$ cat src/rtl/alu_result_uart_tx.sv
// alu_result_uart_tx
// Captures the ALU result and carry on request and sends them back to the
// host as two UART 8N1 frames on a single TX line:
//   1. the result byte;
//   2. a status byte, {7'b0, carry}.
// The two frames go out back to back with no idle gap between them.
module alu_result_uart_tx #(
    parameter int NB_DATA      = 8,    // must be 8: one UART byte per result
    parameter int CLKS_PER_BIT = 868   // clocks per UART bit, >= 2
) (
    input  logic               i_clk,
    input  logic               i_reset,
    input  logic [NB_DATA-1:0] i_res,
    input  logic               i_carry,
    input  logic               i_valid,
    output logic               o_ready,
    output logic               o_tx,
    output logic               o_done
);

    // Baud counter runs 0..CLKS_PER_BIT-1, so $clog2 bits always suffice.
    localparam int             BW        = (CLKS_PER_BIT > 1) ? $clog2(CLKS_PER_BIT) : 1;
    localparam logic [BW-1:0]  BAUD_LAST = BW'(CLKS_PER_BIT - 1);

    typedef enum logic [1:0] {
        IDLE  = 2'd0,
        START = 2'd1,
        DATA  = 2'd2,
        STOP  = 2'd3
    } state_t;

    state_t             r_state,    w_state_next;
    logic [BW-1:0]      r_baud,     w_baud_next;
    logic [2:0]         r_bit_idx,  w_bit_idx_next;
    logic               r_byte_idx, w_byte_idx_next;
    logic [NB_DATA-1:0] r_shift,    w_shift_next;   // byte on the wire, LSB out first
    logic [NB_DATA-1:0] r_status,   w_status_next;  // second byte, latched at accept
    logic               r_done,     w_done_next;

    logic w_bit_end;
    assign w_bit_end = (r_baud == BAUD_LAST);

    // State register: reset abandons any frame in flight and returns the line high.
    always_ff @(posedge i_clk) begin
        if (i_reset) begin
            r_state    <= IDLE;
            r_baud     <= '0;
            r_bit_idx  <= '0;
            r_byte_idx <= 1'b0;
            r_shift    <= '0;
            r_status   <= '0;
            r_done     <= 1'b0;
        end else begin
            r_state    <= w_state_next;
            r_baud     <= w_baud_next;
            r_bit_idx  <= w_bit_idx_next;
            r_byte_idx <= w_byte_idx_next;
            r_shift    <= w_shift_next;
            r_status   <= w_status_next;
            r_done     <= w_done_next;
        end
    end

    // Next-state logic: each bit lasts CLKS_PER_BIT cycles; advance on the last count.
    always_comb begin
        w_state_next    = r_state;
        w_baud_next     = r_baud;
        w_bit_idx_next  = r_bit_idx;
        w_byte_idx_next = r_byte_idx;
        w_shift_next    = r_shift;
        w_status_next   = r_status;
        w_done_next     = 1'b0;

        case (r_state)
            IDLE: begin
                // Inputs are sampled only here, so later changes never reach the wire.
                if (i_valid) begin
                    w_shift_next    = i_res;
                    w_status_next   = NB_DATA'(i_carry);
                    w_byte_idx_next = 1'b0;
                    w_bit_idx_next  = '0;
                    w_baud_next     = '0;
                    w_state_next    = START;
                end
            end
            START: begin
                if (w_bit_end) begin
                    w_baud_next    = '0;
                    w_bit_idx_next = '0;
                    w_state_next   = DATA;
                end else begin
                    w_baud_next = r_baud + 1'b1;
                end
            end
            DATA: begin
                if (w_bit_end) begin
                    w_baud_next  = '0;
                    w_shift_next = r_shift >> 1;
                    if (r_bit_idx == 3'd7) begin
                        w_state_next = STOP;
                    end else begin
                        w_bit_idx_next = r_bit_idx + 3'd1;
                    end
                end else begin
                    w_baud_next = r_baud + 1'b1;
                end
            end
            STOP: begin
                if (w_bit_end) begin
                    w_baud_next = '0;
                    if (!r_byte_idx) begin
                        // Status byte follows immediately, no idle gap.
                        w_byte_idx_next = 1'b1;
                        w_shift_next    = r_status;
                        w_state_next    = START;
                    end else begin
                        w_state_next = IDLE;
                        w_done_next  = 1'b1;
                    end
                end else begin
                    w_baud_next = r_baud + 1'b1;
                end
            end
            default: begin
                w_state_next = IDLE;
            end
        endcase
    end

    // Line driver: low for start, current LSB for data, high for stop and idle.
    always_comb begin
        o_tx = 1'b1;
        case (r_state)
            START:   o_tx = 1'b0;
            DATA:    o_tx = r_shift[0];
            default: o_tx = 1'b1;
        endcase
    end

    assign o_ready = (r_state == IDLE);
    assign o_done  = r_done;

endmodule

$ cat config.mk
export PLATFORM = sky130hd
export DESIGN_NAME = alu_result_uart_tx
export DESIGN_NICKNAME = d
export VERILOG_FILES = /design/src/rtl/alu_result_uart_tx.sv
export SDC_FILE = /design/constraint.sdc
export NUM_CORES = 1
export LEC_CHECK = 0
export BUFFER_PORTS_ARGS = -buffer_cell sky130_fd_sc_hd__buf_4
export CAP_MARGIN = 15
export CORE_UTILIZATION = 61
export CTS_CLUSTER_DIAMETER = 30
export DETAILED_ROUTE_END_ITERATION = 6
export PLACE_DENSITY = 0.92
export REMOVE_ABC_BUFFERS = 1
export SYNTH_ARGS = -nofsm -noshare
export SYNTH_HDL_FRONTEND = slang
export SYNTH_SLANG_ARGS = --single-unit
$ cat constraint.sdc
create_clock -name i_clk -period 4.1 [get_ports i_clk]
set_input_delay 0.41 -clock i_clk [delete_from_list [all_inputs] [get_ports i_clk]]
set_output_delay 0.41 -clock i_clk [all_outputs]
set_load 0.01 [all_outputs]
==> summary.md <==
| Metric | Value |
|---|---|
| Die height | 50.4 µm |
| Hold Path End | r_status[0] |
| Io pins | 15 |
| Leak Pwr | 0.595 nW |
| Via/cell ratio | 6.68 |
| Post-DP HPWL | 2400 µm |
| Routability cong. | 0.825 |
| Root Buffer | clkbuf_4 |
| DRT antenna net count | 0 |
| Largest fanout on the critical path | 16 |
| Gate Count Post-Synth | 163 |
| Grt ovf | 0 |
| Synth top area share | 36.4% |
| First-pass GRT wire length | 5650 µm |
| Port Buf Inserts | 14 |
| Ys flop type | dfxtp_1 |
| PwrDens | 601 nW/µm² |
| Multi-input combinational cell area | 853 µm² |
| Flops & latches, synth | 26 |
| CTS Hold Bufs | 0 |
| Final slew viol count | 0 |
| Peak Freq | 384 MHz |
| Ys async rst share | 0% |
| Routed WL | 3300 µm |
| Num CTS Buffers | 3 |
| Ant. Diodes | 0 |
| Slew headroom | 25.5% |
| Critical Path End Type | register |
| FP Rows | 17 |
| Largest net degree at the start of global routing | 24 |
| CTS tree | done |
| Worst hold-check path type | input pin to register |
| CTS max path bufs | 2 |
| Setup slack, reg-to-reg | 1500 ps |
| WP data arrival | 2830 ps |
| Synth top cells by count | dfxtp_1 (26), a21oi_1 (19), nand2_1 (14), nand3_1 (11), a311oi_1 (8) |
| DRC | 0 |
| Top post-synthesis cells by area | dfxtp_1 (36%), a21oi_1 (6.6%), ha_1 (6.1%), a311oi_1 (4.9%), nand3_1 (3.8%) |
| Worst-Skew Late Latency | 330 ps |
| Share of cells above drive strength 1 | 14.9% |
| Final Skew | 17.3 ps |
| R2R Path End | r_shift[5] |
| Worst setup SP type | register |
| Outcome | finished, final reports clean |
| Number of gates resized after cts | 0 |
| VDD IR max | 0.356 mV |
| Post-synth EDFFs | 0 |
| Crit path launch | r_state[0] |
| Max-Cap Viols | 0 |
| Largest area contributor in the netlist | dfxtp_1 |
| Filler cell count | 174 |
| Period Utilization, post-route | 63.5% |
| Die width | 50.4 µm |
| Overall power | 0.000952 W |
| Register Area | 520 µm² |
| Number of global-route vias before repair | 1275 |
| Htree depth | 1 |
| Synth Cell Area | 1430 µm² |
| Reg2Reg Depth | 6 |
| Initial Util | 64.7% |
| Crit path required time | 4330 ps |
| Reg2reg start | r_state[0] |
| Final #Nets | 194 |
| Clock Sinks | 26 |
| Post-synthesis sequential area ratio | 36.4% |
| Worst-path clk slew | 150 ps |
| Die area | 2540 µm² |
| Final Hold Viols | 0 |
| Hold path cells | 3 |
| Wirelength per Cell | 16.3 µm |
| Routed via count | 1349 |
| Synth warnings | 0 |
| RSZ-0062 raised after global routing | no |
| Slew @ Worst Pin | 1120 ps |
| Most frequent cell after synthesis | dfxtp_1 |
| Kind of critical path | register to register |
| Hold_sp | i_carry |
| Setup bufs post-CTS | 0 |
| Pre-antenna DRT Iters | 4 |
| All-Layer GR Usage | 29.2% |
| P&R area growth vs syn | 10.8% |
| Setup TNS Final | 0 ps |
| DRT iter0 DRCs | 26 |
| Initial antenna violation count | 0 |
| Final min period | 2600 ps |
| Core area | 2210 µm² |
| Finish-stage setup viols | 0 |
| Yosys cell types | 45 |
| Avg Inst Size Synth | 8.78 µm² |
[registers in the layout, indices dropped and copies added (netlist names)]
| signal | flops |
|---|---|
| r_baud | 10 |
| r_shift | 8 |
| r_bit_idx | 3 |
| r_state | 2 |
| o_done | 1 |
| r_byte_idx | 1 |
| r_status | 1 |
[power by group]
| group | switching (W) | total (W) | internal, W |
|---|---|---|---|
| combinational | 0.000264 | 0.000442 | 0.000178 |
| sequential | 0.0000357 | 0.000335 | 0.000299 |
| clock | 0.0000766 | 0.000176 | 0.0000990 |
| total | 0.000376 | 0.000952 | 0.000576 |
[cell families (layout without fill, tap and decap cells)]
logic type	after synthesis	in the layout	share of synthesized area (%)
AOI/OAI and AO/OA	56	56	28.5
DFF	26	26	36.4
buffers and inverters	12	23	4.02
adders and majority gates	7	7	6.12
muxes	1	1	0.699
and+or+nand+nor	61	61	24.3
[cell type report]
cell class	count	area share, %
flip-flops and latches	26	32.8
clock inverters	1	1.89
repair buffers	14	6.63
multi-input cells	125	53.8
well taps	28	2.21
inverters	5	1.18
clock buffers	3	1.42
[worst max path at each step]
| stage | endpoint | slack (ps) |
|---|---|---|
| 6_report | r_shift[5] | 1500 |
| 5_1_grt | r_shift[5] | 1270 |
| 4_1_cts | r_shift[5] | 1500 |
| 3_5_place_dp | r_shift[5] | 1560 |
| 3_3_place_gp | r_shift[5] | 1800 |
| 2_1_floorplan | r_shift[0] | 1990 |
[critical path: stages, from the launching register on]
cell and delay [ps]:
dfxtp_1 360, inv_1 130, ha_1 460, nor2_1 260, o41ai_4 840, a21oi_1 150, a311oi_1 310
[metal layers]
metal | GRT usage [%] | up-vias | routed length, µm
met4 | 12.5 | 0 | 47
met2 | 51.1 | 27 | 1690
li1 | - | 659 | -
met3 | 5.15 | 6 | 124
met1 | 34.6 | 657 | 1430
met5 | 0 | - | 0
[cell usage in the layout, fill, tap and decap left out, types with 2 or more instances in the layout]
master / netlist / routed
a32o_1: 2 / 2
nor3_1: 5 / 5
nor2_1: 5 / 5
nor4_1: 2 / 2
nand3b_1: 2 / 2
clkbuf_4: 0 / 3
a311oi_1: 8 / 8
a31oi_1: 2 / 2
nand3_1: 11 / 11
a22o_1: 2 / 2
or3_1: 6 / 6
ha_1: 7 / 7
or3b_2: 2 / 2
nand2b_1: 3 / 3
nand2_1: 14 / 14
or4_1: 2 / 2
buf_4: 3 / 14
a21oi_1: 19 / 19
inv_1: 5 / 5
dfxtp_1: 26 / 26
a22oi_1: 6 / 6
o21ai_0: 5 / 5
[per-stage QoR]
| step | area (µm²) | utilization, % | std cells | hold WS (ps) | setup WS [ps] |
|---|---|---|---|---|---|
| after floorplan | 1390 | - | 156 | 431 | 1990 |
| after global placement | 1530 | 69.3 | 198 | 457 | 1800 |
| after detailed placement | 1530 | 69.3 | 198 | 463 | 1560 |
| after CTS | 1590 | 71.7 | 202 | 315 | 1500 |
| after global routing | 1590 | 71.7 | 202 | 319 | 1270 |
| final | 1590 | 71.7 | 202 | 319 | 1500 |
Note: power is estimated with default switching activity, not from simulation.
